$ cat src/rtl/ch_buffer_sequencer.sv
// ch_buffer_sequencer
// Per-channel fast-buffer sequencer for the PSEC6 sampling channel.
// Steps the NUM_BUF fast buffers through groups of BPE buffers, one
// group per accepted trigger. After an accepted trigger it can hold off
// further triggers for a programmable time. It raises STOP_REQUEST from
// the first accepted trigger and records triggers it could not take.
//
// Command handling: each command is checked in a fixed priority order:
// readout, stop, start, readout_done, then the trigger event. A command
// that is a no-op in the current state does not block the commands
// below it. For example, inst_readout in INIT lets an inst_start in the
// same cycle take effect.
module ch_buffer_sequencer #(
    parameter int NUM_BUF   = 4,
    parameter int CNT_W     = $clog2(NUM_BUF) + 1,
    parameter int HOLDOFF_W = 4
) (
    input  logic                 CLK,
    input  logic                 RSTB,
    input  logic                 trig,
    input  logic                 inst_start,
    input  logic                 inst_stop,
    input  logic                 inst_readout,
    input  logic                 readout_done,
    input  logic [1:0]           mode,
    input  logic [HOLDOFF_W-1:0] holdoff,
    output logic [NUM_BUF-1:0]   buf_active,
    output logic [2:0]           state,
    output logic [CNT_W-1:0]     trigger_cnt,
    output logic                 STOP_REQUEST,
    output logic                 missed
);

    localparam int LOG_N = $clog2(NUM_BUF);

    localparam logic [2:0] ST_INIT     = 3'd0;
    localparam logic [2:0] ST_SAMPLING = 3'd1;
    localparam logic [2:0] ST_HOLDOFF  = 3'd2;
    localparam logic [2:0] ST_FULL     = 3'd3;
    localparam logic [2:0] ST_STOPPED  = 3'd4;
    localparam logic [2:0] ST_READOUT  = 3'd5;

    // Trigger synchroniser and edge detect.
    logic r_trig_s1;
    logic r_trig_s2;
    logic r_trig_d;
    logic w_trig_evt;

    // Control state.
    logic [2:0]           r_state;
    logic [NUM_BUF-1:0]   r_buf_active;
    logic [CNT_W-1:0]     r_trigger_cnt;
    logic                 r_stop_request;
    logic                 r_missed;
    logic [HOLDOFF_W-1:0] r_hold_cnt;

    // Run configuration, latched at inst_start.
    logic [CNT_W-1:0]     r_bpe;
    logic [CNT_W-1:0]     r_events;
    logic [HOLDOFF_W-1:0] r_holdoff;

    // Values derived from the live mode input and used at inst_start.
    logic [CNT_W-1:0]     w_bpe_log;
    logic [CNT_W-1:0]     w_start_bpe;
    logic [CNT_W-1:0]     w_start_events;
    logic [NUM_BUF-1:0]   w_start_mask;
    logic [CNT_W-1:0]     w_cnt_next;
    logic                 w_stop_ok;

    // Two-flop synchroniser plus a delayed copy for rising-edge detection.
    always_ff @(posedge CLK or negedge RSTB) begin
        if (!RSTB) begin
            r_trig_s1 <= 1'b0;
            r_trig_s2 <= 1'b0;
            r_trig_d  <= 1'b0;
        end else begin
            r_trig_s1 <= trig;
            r_trig_s2 <= r_trig_s1;
            r_trig_d  <= r_trig_s2;
        end
    end

    assign w_trig_evt = r_trig_s2 & ~r_trig_d;

    // Map mode to log2(BPE): mode 3 means all buffers.
    // Any mode asking for more buffers than exist is clipped to NUM_BUF.
    always_comb begin
        w_bpe_log = CNT_W'(LOG_N);
        if ((mode != 2'd3) && (CNT_W'(mode) < CNT_W'(LOG_N))) begin
            w_bpe_log = CNT_W'(mode);
        end
    end

    assign w_start_bpe    = CNT_W'(1) << w_bpe_log;
    assign w_start_events = CNT_W'(NUM_BUF) >> w_bpe_log;
    // The lowest BPE bits are set; when BPE == NUM_BUF the shift empties the
    // all-ones vector and the inversion gives all ones.
    assign w_start_mask   = ~({NUM_BUF{1'b1}} << w_start_bpe);
    assign w_cnt_next     = r_trigger_cnt + CNT_W'(1);
    assign w_stop_ok      = (r_state == ST_SAMPLING) || (r_state == ST_HOLDOFF) ||
                            (r_state == ST_FULL);

    // Main sequencer: prioritised commands first, then per-state trigger handling.
    always_ff @(posedge CLK or negedge RSTB) begin
        if (!RSTB) begin
            r_state        <= ST_INIT;
            r_buf_active   <= '0;
            r_trigger_cnt  <= '0;
            r_stop_request <= 1'b0;
            r_missed       <= 1'b0;
            r_hold_cnt     <= '0;
            r_bpe          <= CNT_W'(1);
            r_events       <= CNT_W'(NUM_BUF);
            r_holdoff      <= '0;
        end else if (inst_readout && (r_state != ST_INIT)) begin
            r_state      <= ST_READOUT;
            r_buf_active <= '0;
        end else if (inst_stop && w_stop_ok) begin
            r_state      <= ST_STOPPED;
            r_buf_active <= '0;
        end else if (inst_start) begin
            r_state        <= ST_SAMPLING;
            r_bpe          <= w_start_bpe;
            r_events       <= w_start_events;
            r_holdoff      <= holdoff;
            r_buf_active   <= w_start_mask;
            r_trigger_cnt  <= '0;
            r_stop_request <= 1'b0;
            r_missed       <= 1'b0;
            r_hold_cnt     <= '0;
        end else if (readout_done && (r_state == ST_READOUT)) begin
            r_state        <= ST_INIT;
            r_trigger_cnt  <= '0;
            r_stop_request <= 1'b0;
        end else begin
            case (r_state)
                ST_SAMPLING: begin
                    if (w_trig_evt) begin
                        r_trigger_cnt  <= w_cnt_next;
                        r_stop_request <= 1'b1;
                        if (w_cnt_next >= r_events) begin
                            r_buf_active <= '0;
                            r_state      <= ST_FULL;
                        end else begin
                            // Next group starts sampling on the same edge: no dead time.
                            r_buf_active <= r_buf_active << r_bpe;
                            if (r_holdoff != '0) begin
                                r_state    <= ST_HOLDOFF;
                                r_hold_cnt <= r_holdoff;
                            end
                        end
                    end
                end
                ST_HOLDOFF: begin
                    if (w_trig_evt) begin
                        r_missed <= 1'b1;
                    end
                    // Loaded with holdoff on entry. Leaving when it would reach 0
                    // gives exactly holdoff cycles in this state.
                    r_hold_cnt <= r_hold_cnt - HOLDOFF_W'(1);
                    if (r_hold_cnt <= HOLDOFF_W'(1)) begin
                        r_state <= ST_SAMPLING;
                    end
                end
                ST_FULL: begin
                    if (w_trig_evt) begin
                        r_missed <= 1'b1;
                    end
                end
                default: begin
                end
            endcase
        end
    end

    assign buf_active   = r_buf_active;
    assign state        = r_state;
    assign trigger_cnt  = r_trigger_cnt;
    assign STOP_REQUEST = r_stop_request;
    assign missed       = r_missed;

endmodule
$ cat config.mk
export PLATFORM = sky130hd
export DESIGN_NAME = ch_buffer_sequencer
export DESIGN_NICKNAME = d
export VERILOG_FILES = /design/src/rtl/ch_buffer_sequencer.sv
export SDC_FILE = /design/constraint.sdc
export NUM_CORES = 1
export LEC_CHECK = 0
export CORE_MARGIN = 3
export CORE_UTILIZATION = 55
export DETAILED_ROUTE_END_ITERATION = 8
export DONT_BUFFER_PORTS = 1
export GPL_TIMING_DRIVEN = 0
export PLACE_DENSITY = 0.7
export RECOVER_POWER = 50
export SETUP_SLACK_MARGIN = 0.3
export SYNTH_ARGS = -nofsm -noshare
export SYNTH_HDL_FRONTEND = slang
export SYNTH_SLANG_ARGS = --single-unit
$ cat constraint.sdc
create_clock -name CLK -period 5.2 [get_ports CLK]
set_input_delay 1.04 -clock CLK [delete_from_list [all_inputs] [get_ports CLK]]
set_output_delay 1.04 -clock CLK [all_outputs]
set_load 0.05 [all_outputs]
Word-level counts from Yosys, hierarchy flattened
Cells that the tools add are included.

Bits in registers: 29. Input port bits: 13.

Add/subtract/negate cells: 2. Order comparisons: 3. Equality and inequality tests: 13. Shift operators: 4. Muxes and demuxes: 34. Bitwise logic cells: 5. Reductions and logical operators: 23.

Operator list (count): two-way mux 4 bit (12); two-way mux 3 bit (12); nonzero test 3 bit (4); nonzero test 4 bit (3); case mux 4 bit (2 select lines) (1); AND reduction 4 bit (2); two-way mux 1 bit (7); inequality test 7 x 2 -> 1 bit, second input constant (1); AND reduction 7 bit (1); == test 3 x 2 -> 1 bit, second input constant (2); inequality test 3 bit, second input constant (2); inequality test 6 x 2 -> 1 bit, second input constant (1); inequality test 6 x 3 -> 1 bit, second input constant (1); case mux 3 bit (2 select lines) (1); AND reduction 3 bit (2); nonzero test 6 bit (1); AND reduction 5 bit (1); less-or-equal comparator 4 x 1 -> 1 bit, second input constant (1); logical AND 1 bit (4); inequality test 2 bit, second input constant (2); inequality test 4 bit, second input constant (1); NOT 4 bit (1); nonzero test 2 bit (2); left shift 4 x 3 -> 4 bit (1); other kinds (15) (18).

Longest topological paths before layout
Gate-level depths: netlist (run 1).

Depth after elaboration: 9. Depth in mapped cells: 8. Gate-level depth less buffers: 8.

Worst setup path after synthesis (run 1)
No wires, ideal clock.

Path kind: reg-to-reg. Start: register r_trigger_cnt[0] (netlist: trigger_cnt[0]). End: register r_buf_active[2] (netlist: buf_active[2]). Library setup time: 94 ps. Arrival: 2526 ps. Data required time: 5106 ps. Setup slack: 2580 ps. Stages on the path, launching flop included: 9. Buffers on the path: 0. Clock period less this slack: 2620 ps. Cells stage by stage: dfrtp_1 > ha_1 > xor2_1 > ha_1 > a21oi_1 > o21ai_2 > o41ai_1 > a211oi_1 > a211oi_1.

Longest elaborated chain between the ends: 9.

Ends and longest elaborated chain: from (decl) (RTL line 52) `logic [CNT_W-1:0] r_trigger_cnt;`; from (signal assigned) (RTL line 139) `r_trigger_cnt <= w_cnt_next;`; adder 3 x 1 -> 3 bit (RTL line 99) `assign w_cnt_next = r_trigger_cnt + CNT_W'(1);`; >= comparator 3 bit (RTL line 141) `if (w_cnt_next >= r_events) begin`; two-way mux 4 bit (RTL line 141); two-way mux 4 bit (RTL line 138) `if (w_trig_evt) begin`; two-way mux 4 bit (RTL line 136) `case (r_state)`; two-way mux 4 bit (RTL line 131) `end else if (readout_done && (r_state == ST_READOUT)) begin`; two-way mux 4 bit (RTL line 121) `end else if (inst_start) begin`; two-way mux 4 bit (RTL line 118) `end else if (inst_stop && w_stop_ok) begin`; two-way mux 4 bit (RTL line 115) `end else if (inst_readout && (r_state != ST_INIT)) begin`; to (signal assigned) (RTL line 126) `r_buf_active <= w_start_mask;`; to (signal assigned) (RTL line 146) `r_buf_active <= r_buf_active << r_bpe;`; to (decl) (RTL line 51) `logic [NUM_BUF-1:0] r_buf_active;`.

No other way between the ends. The select of a mux whose other input is x is not followed. A chain may end at the register's enable or synchronous reset.

Worst setup path after layout (run 1)
Start: register r_state[2] (netlist: state[2]). End: register r_holdoff[2].

Longest elaborated chain between the ends: 6.

Ends and longest elaborated chain: from (decl) (RTL line 50) `logic [2:0] r_state;`; from (signal assigned) (RTL line 106) `r_state <= ST_INIT;`; from (signal assigned) (RTL line 116) `r_state <= ST_READOUT;`; from (signal assigned) (RTL line 119) `r_state <= ST_STOPPED;`; == test 3 x 1 -> 1 bit / == test 3 x 2 -> 1 bit (equally long branches) (RTL line 100) `assign w_stop_ok = (r_state == ST_SAMPLING) || (r_state == ST_HOLDOFF) ||`; logical OR 1 bit (2 in a row) (RTL line 100); logical AND 1 bit (RTL line 118); NOT 1 bit (no line); AND reduction 3 bit (no line) *; to (signal assigned) (RTL line 125) `r_holdoff <= holdoff;`; to (decl) (RTL line 60) `logic [HOLDOFF_W-1:0] r_holdoff;`.

Every way passes the cells marked *; elsewhere a longest branch is shown, timed or not.

==> results by group, run 1 <==
Power and ir drop
  • Switching share of power: 0.469
  • Power Internal: 0.408 mW
  • Part of the power in registers: 0.531
  • Gate power share: 0.354
  • Power Density: 486 nW/um2
  • Leak pwr: 0.658 nW
  • Clock share of power: 0.115
  • Peak supply drop: 331 uV
  • Switch Pwr: 0.360 mW

Logic synthesis
  • Register area share after synthesis: 0.428
  • Count of cell types in the netlist: 51
  • Synth warnings: 0
  • Mapped cell area: 1520 um2
  • Async S/R FF share, synth: 1.00
  • Count of state elements after synthesis: 26
  • Avg Cell Area, Syn: 9.96 um2
  • Syn_nets: 172
  • Post-synth EDFFs: 0
  • Main synth FF type: dfrtp_1
  • Post-Syn Instances: 153

Floorplanning
  • Core ar.: 2540 um2
  • Row count: 18
  • Width of the die: 58.6 um
  • Die Ht: 58.6 um
  • Area of the die: 3440 um2
  • IO Pins: 25
  • Initial Utilization: 0.599

Timing
  • Max frequency: 330 MHz
  • Final hold vios: 0
  • Final period util: 0.582
  • Setup_tns: 0 ns
  • Tmin final: 3.03 ns
  • # setup viols final: 0
  • Final Slew Violations: 0
  • Worst slew pin tran: 0.991 ns
  • Max_slew headroom: 0.332
  • Worst Skew: 0.00206 ns
  • Unrepaired setup endpoints after global routing: false

Worst setup path
  • Critical path buffer and inverter count: 1
  • Worst setup path category: flip-flop to flip-flop
  • Worst Path Max Fanout: 10
  • Crit path capture type: flip-flop
  • Critical path's largest stage delay: 0.78 ns
  • Critical path data required time: 5.42 ns
  • Crit path cell chain: clkbuf_1, and2b_1, o21ai_0, nand2_1, mux2_2
  • Slowest library cell on the worst path: o21ai_0
  • CP arrival: 3.24 ns
  • Flop2flop setup slack: 2.17 ns
  • Type of origin of the critical path: flip-flop
  • CP top delay family: compound AO/OA/AOI/OAI gates

Routing
  • Initial DRC count: 38
  • Post-DR vias/cell: 6.44
  • Wire per inst: 17.3 um
  • Total number of vias: 1204
  • Number of routed nets with antenna violations: 0
  • First-pass DRT Iterations: 4
  • DR DRC count: 0
  • Final wirelength: 3230 um

CTS
  • Setup Fix Bufs, Post-CTS: 0
  • Deepest clock path buffer count: 2
  • Cts hold-fix bufs: 0
  • CTS tree: built
  • CTS root buf: clkbuf_4
  • Clock sink count: 26
  • H-tree Lvls: 1
  • Worst-path clk slew: 0.14 ns
  • Post_cts resized: 0
  • Clock latency on the worst-skew pair: 0.31 ns
  • TritonCTS buffer count: 3

Global routing
  • Gr ovfl total: 0
  • Initial antenna violation count: 0
  • First-pass GRT wire length: 5480 um
  • Largest net degree at the start of global routing: 27
  • Overall Global Routing Usage: 0.206
  • Vias in the first global route: 1226

Hold path
  • Worst hold path class: flip-flop to flip-flop

Placement
  • PortBufs: 0
  • Placed Area: 1560 um2
  • Post-detail-place hpwl: 2360 um
  • # placed instances: 183
  • Final GP Congestion: 0.811

Layout
  • Layout cell share with drive strength beyond 1: 0.153
  • Fin cells: 187
  • ANT cells: 0
  • Final Instance Area: 1580 um2
  • Net count, final: 177
  • Layout area overhead: 3.86%

Outcome
  • Status: complete, no violations

Run
  • Max Cap Viol: 0
[path summary, 6_finish.rpt]
kind | startpoint | end | cells past startpoint
max | state[2]$_DFFE_PN0P_ | r_holdoff[2]$_DFFE_PN0P_ | 5
min | r_trig_s1$_DFF_PN0_ | r_trig_s2$_DFF_PN0_ | 0
max reg2reg | state[2]$_DFFE_PN0P_ | r_holdoff[2]$_DFFE_PN0P_ | 5
min reg2reg | r_trig_s1$_DFF_PN0_ | r_trig_s2$_DFF_PN0_ | 0
max in group asynchronous | RSTB | r_bpe[0]$_DFFE_PN1P_ | 0
min in group asynchronous | RSTB | state[1]$_DFFE_PN0P_ | 0
[flip-flops by register name, summed over array words and instances (netlist names), 2 cells and up]
name / count
r_hold_cnt: 4
trigger_cnt: 3
r_holdoff: 4
state: 3
buf_active: 4
r_bpe: 2
[cell usage in the layout (no fill, tap or decap), types with 3 or more instances in the layout]
master,count
a211oi_1,6
a21oi_1,11
clkbuf_1,3
clkbuf_4,3
dfrtp_1,25
ha_1,6
inv_1,5
mux2_2,6
nand2_1,13
nand3_1,4
nor2_1,13
nor3_1,4
nor3b_1,3
o21ai_0,11
o21ai_1,4
[cells by family after synthesis]
kind of cell / Yosys count / synth area share
buf+inv: 10 / 0.0361
mux: 8 / 0.0607
simple gates: 54 / 0.197
compound gates: 48 / 0.223
fa+ha+maj: 6 / 0.0493
flops: 26 / 0.428
xor+xnor: 1 / 0.00575
[metal layers]
| metal | track usage | vias to the layer above | part of all wire |
|---|---|---|---|
| met1 | 0.260 | 589 | 0.45 |
| li1 | - | 574 | - |
| met5 | 0 | - | 0 |
| met4 | 0.0939 | 0 | 0.017 |
| met3 | 0.0351 | 6 | 0.052 |
| met2 | 0.344 | 35 | 0.48 |
[power by group through the flow]
stage               sequential, mW  clock [mW]  combinational (mW)
floorplan                    0.392           0               0.224
global placement             0.410           0               0.261
detailed placement           0.413           0               0.272
CTS                          0.409      0.0926               0.273
global route                 0.420      0.0983               0.309
finish                       0.408      0.0883               0.272
[cell type report]
class / instances / area (um2)
plain buffers: 5 / 35.0
clock buffers: 4 / 26.3
fillers: 227 / 962
inverters: 5 / 18.8
multi-input cells: 117 / 813
flip-flops and latches: 26 / 652
well taps: 30 / 37.5
[synthesized netlist by cell type, types with 2 or more instances]
library cell | n | area, um2
a211oi_1 | 6 | 45.0
a21oi_1 | 11 | 55.1
buf_2 | 2 | 10.0
buf_6 | 2 | 22.5
dfrtp_1 | 25 | 626
ha_1 | 6 | 75.1
inv_1 | 5 | 18.8
mux2_2 | 6 | 67.6
nand2_1 | 13 | 48.8
nand2b_1 | 2 | 12.5
nand3_1 | 4 | 20.0
nor2_1 | 13 | 48.8
nor2b_1 | 2 | 12.5
nor3_1 | 4 | 20.0
nor3b_1 | 3 | 22.5
o21ai_0 | 10 | 50.1
o21ai_1 | 4 | 20.0
o21ai_2 | 2 | 17.5
[through the flow]
step | hold WS [ns] | utilization | setup slack, ns | total power [mW]
3_5_place_dp | 0.337 | 0.614 | 2.25 | 0.685
3_3_place_gp | 0.333 | 0.614 | 2.29 | 0.670
4_1_cts | 0.369 | 0.624 | 2.20 | 0.774
5_1_grt | 0.367 | 0.622 | 1.94 | 0.828
6_report | 0.370 | 0.622 | 2.17 | 0.769
2_1_floorplan | 0.331 | - | 2.58 | 0.616
Power figures use the tool's default switching activity.
==> run 2: changes to the inputs <==
Clock period 5.2 ns to 3.1 ns, I/O delays scaled along.
==> run 2 against run 1 <==
Net effect:
- setup slack worse by 1.8 ns
- clock skew down 0.00099 ns
- final cell count up 0.53%
- utilization up 1.1 points
- sequential share of layout area down 0.70 points
- maximum frequency up 10%
- largest cell class unchanged
==> results by group, run 2 (synthesis results as in run 1) <==
Floorplanning
  • Area of the die: 3440 um2 (unchanged)
  • Width of the die: 58.6 um (unchanged)
  • Die Ht: 58.6 um (unchanged)
  • Core ar.: 2540 um2 (unchanged)
  • Row count: 18 (unchanged)
  • IO Pins: 25 (unchanged)
  • Initial Utilization: 0.599 (unchanged)

Routing
  • Met3 wire len: 171 um (+1.2%)
  • DR DRC count: 0 (unchanged)
  • Number of routed nets with antenna violations: 0 (unchanged)
  • Wire length on met1: 1530 um (+6.5%)
  • Metal2 WL: 1570 um (+0.83%)
  • First-pass DRT Iterations: 4 (unchanged)
  • Highest routed layer: met4
  • Total number of vias: 1209 (+0.42%)
  • Post-DR vias/cell: 6.43 (-0.12%)
  • Wire per inst: 17.7 um (+2.8%)
  • Final wirelength: 3330 um (+3.3%)
  • Initial DRC count: 46 (+21%)

Worst setup path
  • R2R Path Start: trigger_cnt[0]$_DFFE_PN0P_
  • Crit path cell chain: ha_1, xor2_1, ha_1, a21oi_1, o211ai_1, a221o_2, a211oi_1, a21oi_1
  • Critical path's largest stage delay: 0.76 ns (-0.02 ns)
  • Type of origin of the critical path: flip-flop
  • Worst Path Max Fanout: 8 (-2)
  • Slowest library cell on the worst path: dfrtp_1
  • Flop2flop setup slack: 0.35 ns (-1.82 ns)
  • Critical path data required time: 3.31 ns (-2.11 ns)
  • Reg-to-Reg End: r_hold_cnt[1]$_DFFE_PN0P_
  • Crit path capture type: flip-flop
  • R2R cell count: 8 (+3)
  • CP arrival: 2.96 ns (-0.28 ns)
  • Worst setup path category: flip-flop to flip-flop

CTS
  • Deepest clock path buffer count: 2 (unchanged)
  • CTS tree: built
  • Worst-path clk slew: 0.14 ns (about the same)
  • H-tree Lvls: 1 (unchanged)
  • TritonCTS buffer count: 3 (unchanged)
  • CTS root buf: clkbuf_4
  • Setup Fix Bufs, Post-CTS: 0 (unchanged)
  • Clock sink count: 26 (unchanged)
  • Clock latency on the worst-skew pair: 0.31 ns (about the same)

Placement
  • Final GP Congestion: 0.811 (unchanged)
  • Post-detail-place hpwl: 2360 um (unchanged)
  • # placed instances: 183 (unchanged)
  • PortBufs: 0 (unchanged)

Timing
  • Unrepaired setup endpoints after global routing: false
  • Min Hold Slack: 0.122 ns (-0.247 ns)
  • Worst slew pin tran: 1.34 ns (+0.351 ns)
  • Max_slew headroom: 0.105 (-0.227)
  • # setup viols final: 0 (unchanged)
  • Final period util: 0.886 (+0.304)
  • Worst Skew: 0.00107 ns (-0.000990 ns)
  • Max frequency: 364 MHz (+10%)
  • Tmin final: 2.75 ns (-0.280 ns)
  • Final Slew Violations: 0 (unchanged)
  • Setup_tns: 0 ns (unchanged)
  • Final hold vios: 0 (unchanged)

Layout
  • Filler cell count: 224 (-1.3%)
  • Layout cell share with drive strength beyond 1: 0.171 (+0.0180)
  • Net count, final: 178 (+0.56%)
  • Most frequent cells in the layout: dfrtp_1, nand2_1, nor2_1, a21oi_1, o21ai_0
  • Commonest non-fill, non-tap cell in the layout: dfrtp_1
  • Register area: 652 um2 (unchanged)
  • ANT cells: 0 (unchanged)
  • Layout area overhead: 5.66%
  • Util after Layout: 0.633 (+0.0108)
  • Multi-input logic area: 836 um2 (+2.8%)
  • Fin cells: 188 (+0.53%)

Global routing
  • Overall Global Routing Usage: 0.210 (+0.00415)
  • Vias in the first global route: 1237 (+0.90%)
  • Largest net degree at the start of global routing: 26 (-3.7%)
  • Gr ovfl total: 0 (unchanged)
  • First-pass GRT wire length: 5550 um (+1.4%)
  • Initial antenna violation count: 0 (unchanged)

Run
  • Max Cap Viol: 0 (unchanged)

Power and ir drop
  • Gate power share: 0.363 (+0.009)
  • Power Internal: 0.690 mW (+69%)
  • Peak supply drop: 558 uV (+69%)
  • Switch Pwr: 0.630 mW (+75%)
  • Leak pwr: 0.667 nW (+1.3%)
  • Switching share of power: 0.477 (+0.00824)
  • Clock share of power: 0.112 (-0.003)
  • Power Density: 820 nW/um2 (+69%)
  • Part of the power in registers: 0.524 (-0.007)

Hold path
  • Worst hold path class: input pin to asynchronous set/reset pin

Outcome
  • Status: complete, no violations
-- run 2: layout make-up --
type / instances / area share
timing repair buffer: 1 / 0.00233
multi-input combinational: 117 / 0.519
sequential: 26 / 0.405
inverter: 5 / 0.0117
buffer: 5 / 0.0225
tap: 30 / 0.0233
clock buffer: 4 / 0.0163
-- run 2: what timing repair did --
action / in CTS / in global routing
gates resized for setup: 1 / 3
endpoints found under the setup margin: 3 / 7
endpoints found under the hold margin: 25 / 0
hold buffers: 1 / 0
-- run 2: metal layers --
metal | global-route usage | up-vias
li1 | - | 578
met1 | 0.270 | 586
met2 | 0.346 | 39
met3 | 0.0373 | 6
met4 | 0.0939 | 0
met5 | 0 | -
-- run 2: stage by stage --
step	total power, mW	area, um2	setup WS (ns)
floorplan	1.03	1520	0.480
global placement	1.12	1560	0.190
detailed placement	1.15	1560	0.148
CTS	1.31	1620	0.353
global route	1.42	1610	0.186
finish	1.32	1610	0.354
-- run 2: power by group through the flow --
| stage | logic (mW) | registers, mW | clock network [mW] |
|---|---|---|---|
| final | 0.480 | 0.692 | 0.148 |
| after global routing | 0.541 | 0.713 | 0.165 |
| after CTS | 0.472 | 0.687 | 0.155 |
| after detailed placement | 0.456 | 0.693 | 0 |
| after global placement | 0.437 | 0.687 | 0 |
| after floorplan | 0.375 | 0.658 | 0 |
-- run 2: worst max path at each step --
stage / startpoint / end / depth (start not counted)
3_3_place_gp: trigger_cnt[0]$_DFFE_PN0P_ / buf_active[3]$_DFFE_PN0P_ / 8
4_1_cts: trigger_cnt[0]$_DFFE_PN0P_ / buf_active[3]$_DFFE_PN0P_ / 8
2_1_floorplan: trigger_cnt[0]$_DFFE_PN0P_ / buf_active[2]$_DFFE_PN0P_ / 8
5_1_grt: trigger_cnt[0]$_DFFE_PN0P_ / r_hold_cnt[1]$_DFFE_PN0P_ / 8
6_report: trigger_cnt[0]$_DFFE_PN0P_ / r_hold_cnt[1]$_DFFE_PN0P_ / 8
3_5_place_dp: trigger_cnt[0]$_DFFE_PN0P_ / buf_active[3]$_DFFE_PN0P_ / 8
-- run 2: worst max-delay path, delay by kind of cell (launching register included) --
family / cells / cell delay (ns)
XOR/XNOR: 1 / 0.18
adder cells (fa/ha/maj): 2 / 0.57
AO/OA/AOI/OAI: 5 / 1.13
flip-flops: 1 / 0.76
==> run 3: changes to the inputs <==
Settings changed: MAX_ROUTING_LAYER set to met4, PLACE_DENSITY 0.7 to 0.76.
==> run 3 against run 2 <==
Net effect:
- clock power rose by 15%
- non-clock buffer count did not move
- critical path type unchanged
- design area rose by 0.62%
- combinational power barely moved
- routed wire length fell by 0.75%
- first-iteration DRC count rose by 6.5%
- die area did not move
- clock-buffer cell count did not move
- maximum frequency fell by 1.0%
==> results by group, run 3 (synthesis results as in run 1) <==
Outcome
  • Status: complete, no violations

Timing
  • Final worst setup slack: 0.325 ns (-0.0289 ns)
  • Max frequency: 360 MHz (-1.0%)
  • Setup_tns: 0 ns (unchanged)
  • Worst slew pin tran: 1.36 ns (+0.0194 ns)
  • Worst Skew: 0.00477 ns (+0.00370 ns)
  • Tmin final: 2.78 ns (+0.0289 ns)
  • Final hold vios: 0 (unchanged)
  • Final Slew Violations: 0 (unchanged)
  • Max_slew headroom: 0.0924 (-0.0130)
  • Final period util: 0.895 (+0.00932)
  • # setup viols final: 0 (unchanged)
  • Unrepaired setup endpoints after global routing: false

Global routing
  • Overall Global Routing Usage: 0.221 (+0.0106)
  • GR Layer Usage met1: 0.277 (+0.00756)
  • M3 GR Usage: 0.0263 (-0.0110)
  • First-pass GRT wire length: 5600 um (+0.74%)
  • Met2 Track Usage GR: 0.364 (+0.0175)
  • Initial antenna violation count: 0 (unchanged)
  • Largest net degree at the start of global routing: 26 (unchanged)
  • Gr ovfl total: 0 (unchanged)
  • Vias in the first global route: 1238 (+0.081%)
  • Busiest grt layer: met2

Routing
  • Number of routed nets with antenna violations: 0 (unchanged)
  • Post-DR vias/cell: 6.39 (-0.66%)
  • First-pass DRT Iterations: 4 (unchanged)
  • DR DRC count: 0 (unchanged)
  • Wire per inst: 17.6 um (-0.75%)
  • Final wirelength: 3310 um (-0.75%)
  • Initial DRC count: 49 (+6.5%)
  • Total number of vias: 1201 (-0.66%)

Layout
  • Net count, final: 178 (unchanged)
  • Layout area overhead: 6.32%
  • Filler cell count: 219 (-2.2%)
  • ANT cells: 0 (unchanged)
  • Util after Layout: 0.637 (+0.00393)
  • Layout cell share with drive strength beyond 1: 0.177 (+0.00633)
  • Final Instance Area: 1620 um2 (+0.62%)
  • Most frequent cells in the layout: dfrtp_1, nand2_1, nor2_1, a21oi_1, o21ai_0
  • Commonest non-fill, non-tap cell in the layout: dfrtp_1
  • Register area: 652 um2 (unchanged)
  • Multi-input logic area: 836 um2 (unchanged)

Hold path
  • Worst hold path class: input pin to asynchronous set/reset pin

Floorplanning
  • IO Pins: 25 (unchanged)
  • Row count: 18 (unchanged)
  • Die Ht: 58.6 um (unchanged)
  • Initial Utilization: 0.599 (unchanged)
  • Width of the die: 58.6 um (unchanged)
  • Core ar.: 2540 um2 (unchanged)
  • Area of the die: 3440 um2 (unchanged)

Worst setup path
  • Worst Path Max Fanout: 8 (unchanged)
  • Type of origin of the critical path: flip-flop
  • Reg-to-Reg End: r_hold_cnt[1]$_DFFE_PN0P_
  • Critical path origin: trigger_cnt[0]$_DFFE_PN0P_
  • Critical path data required time: 3.32 ns (about the same)
  • Worst setup path category: flip-flop to flip-flop
  • CP arrival: 3.00 ns (+0.04 ns)
  • R2R Path Start: trigger_cnt[0]$_DFFE_PN0P_
  • Crit path cell chain: ha_1, xor2_1, ha_1, a21oi_1, o211ai_1, a221o_2, a211oi_1, a21oi_1
  • Critical path's largest stage delay: 0.76 ns (about the same)
  • Crit path capture type: flip-flop
  • Slowest library cell on the worst path: dfrtp_1
  • R2R cell count: 8 (unchanged)
  • Flop2flop setup slack: 0.32 ns (-0.03 ns)

CTS
  • Worst-path clk slew: 0.13 ns (about the same)
  • TritonCTS buffer count: 3 (unchanged)
  • H-tree Lvls: 1 (unchanged)
  • Clock sink count: 26 (unchanged)
  • CTS tree: built
  • Setup Fix Bufs, Post-CTS: 0 (unchanged)
  • Clock latency on the worst-skew pair: 0.33 ns (+0.02 ns)
  • Deepest clock path buffer count: 2 (unchanged)
  • CTS root buf: clkbuf_4

Placement
  • PortBufs: 0 (unchanged)
  • Final GP Congestion: 0.763 (-5.9%)
  • Pre-CTS WS: 0.0806 ns (-0.0677 ns)
  • Placed Area: 1560 um2 (unchanged)
  • Post-detail-place hpwl: 2390 um (+1.1%)

Power and ir drop
  • Leak pwr: 0.673 nW (+0.90%)
  • Power Density: 826 nW/um2 (+0.78%)
  • Peak supply drop: 548 uV (-1.8%)

Run
  • Max Cap Viol: 0 (unchanged)
-- run 3: cell counts in the layout (fill, tap and decap cells not counted) --
No cell type changed its count.
-- run 3: stage by stage --
stage          hold WS (ns)  cells  total power [mW]
3_5_place_dp          0.325    183              1.15
3_3_place_gp          0.325    183              1.12
5_1_grt              0.0843    188              1.44
2_1_floorplan         0.324    153              1.03
6_report              0.110    188              1.34
4_1_cts              0.0729    188              1.34
-- run 3: layout make-up --
type / instances / area share
plain buffers: 5 / 0.0224
clock buffers: 4 / 0.0224
repair buffers: 1 / 0.00232
multi-input cells: 117 / 0.516
inverters: 5 / 0.0116
flip-flops and latches: 26 / 0.402
well taps: 30 / 0.0232
-- run 3: repair_timing --
action / 4_1_cts / 5_1_grt
endpoints found under the hold margin: 25 / 0
gates cloned: 0 / 0
endpoints found under the setup margin: 3 / 6
gates resized for setup: 1 / 3
hold buffers: 1 / 0
-- run 3: worst max path at each step --
| stage | endpoint | slack [ns] |
|---|---|---|
| after floorplan | buf_active[2]$_DFFE_PN0P_ | 0.48 |
| after global placement | buf_active[3]$_DFFE_PN0P_ | 0.18 |
| after detailed placement | buf_active[3]$_DFFE_PN0P_ | 0.08 |
| after CTS | buf_active[3]$_DFFE_PN0P_ | 0.31 |
| after global routing | buf_active[2]$_DFFE_PN0P_ | 0.18 |
| final | r_hold_cnt[1]$_DFFE_PN0P_ | 0.32 |
-- run 3: report_power, final --
group	switching [mW]	internal (mW)
combinational	0.274	0.204
sequential	0.258	0.434
clock	0.0976	0.0720
-- run 3: metal layers --
layer	share of wire	vias up
met4	0.018	0
met3	0.046	5
li1	-	576
met2	0.50	29
met5	0	-
met1	0.44	591
-- run 3: worst max-delay path, delay by kind of cell (launching register included) --
| family | cells | cell delay [ns] |
|---|---|---|
| adder cells (fa/ha/maj) | 2 | 0.57 |
| flip-flops | 1 | 0.76 |
| AO/OA/AOI/OAI | 5 | 1.14 |
| XOR/XNOR | 1 | 0.20 |
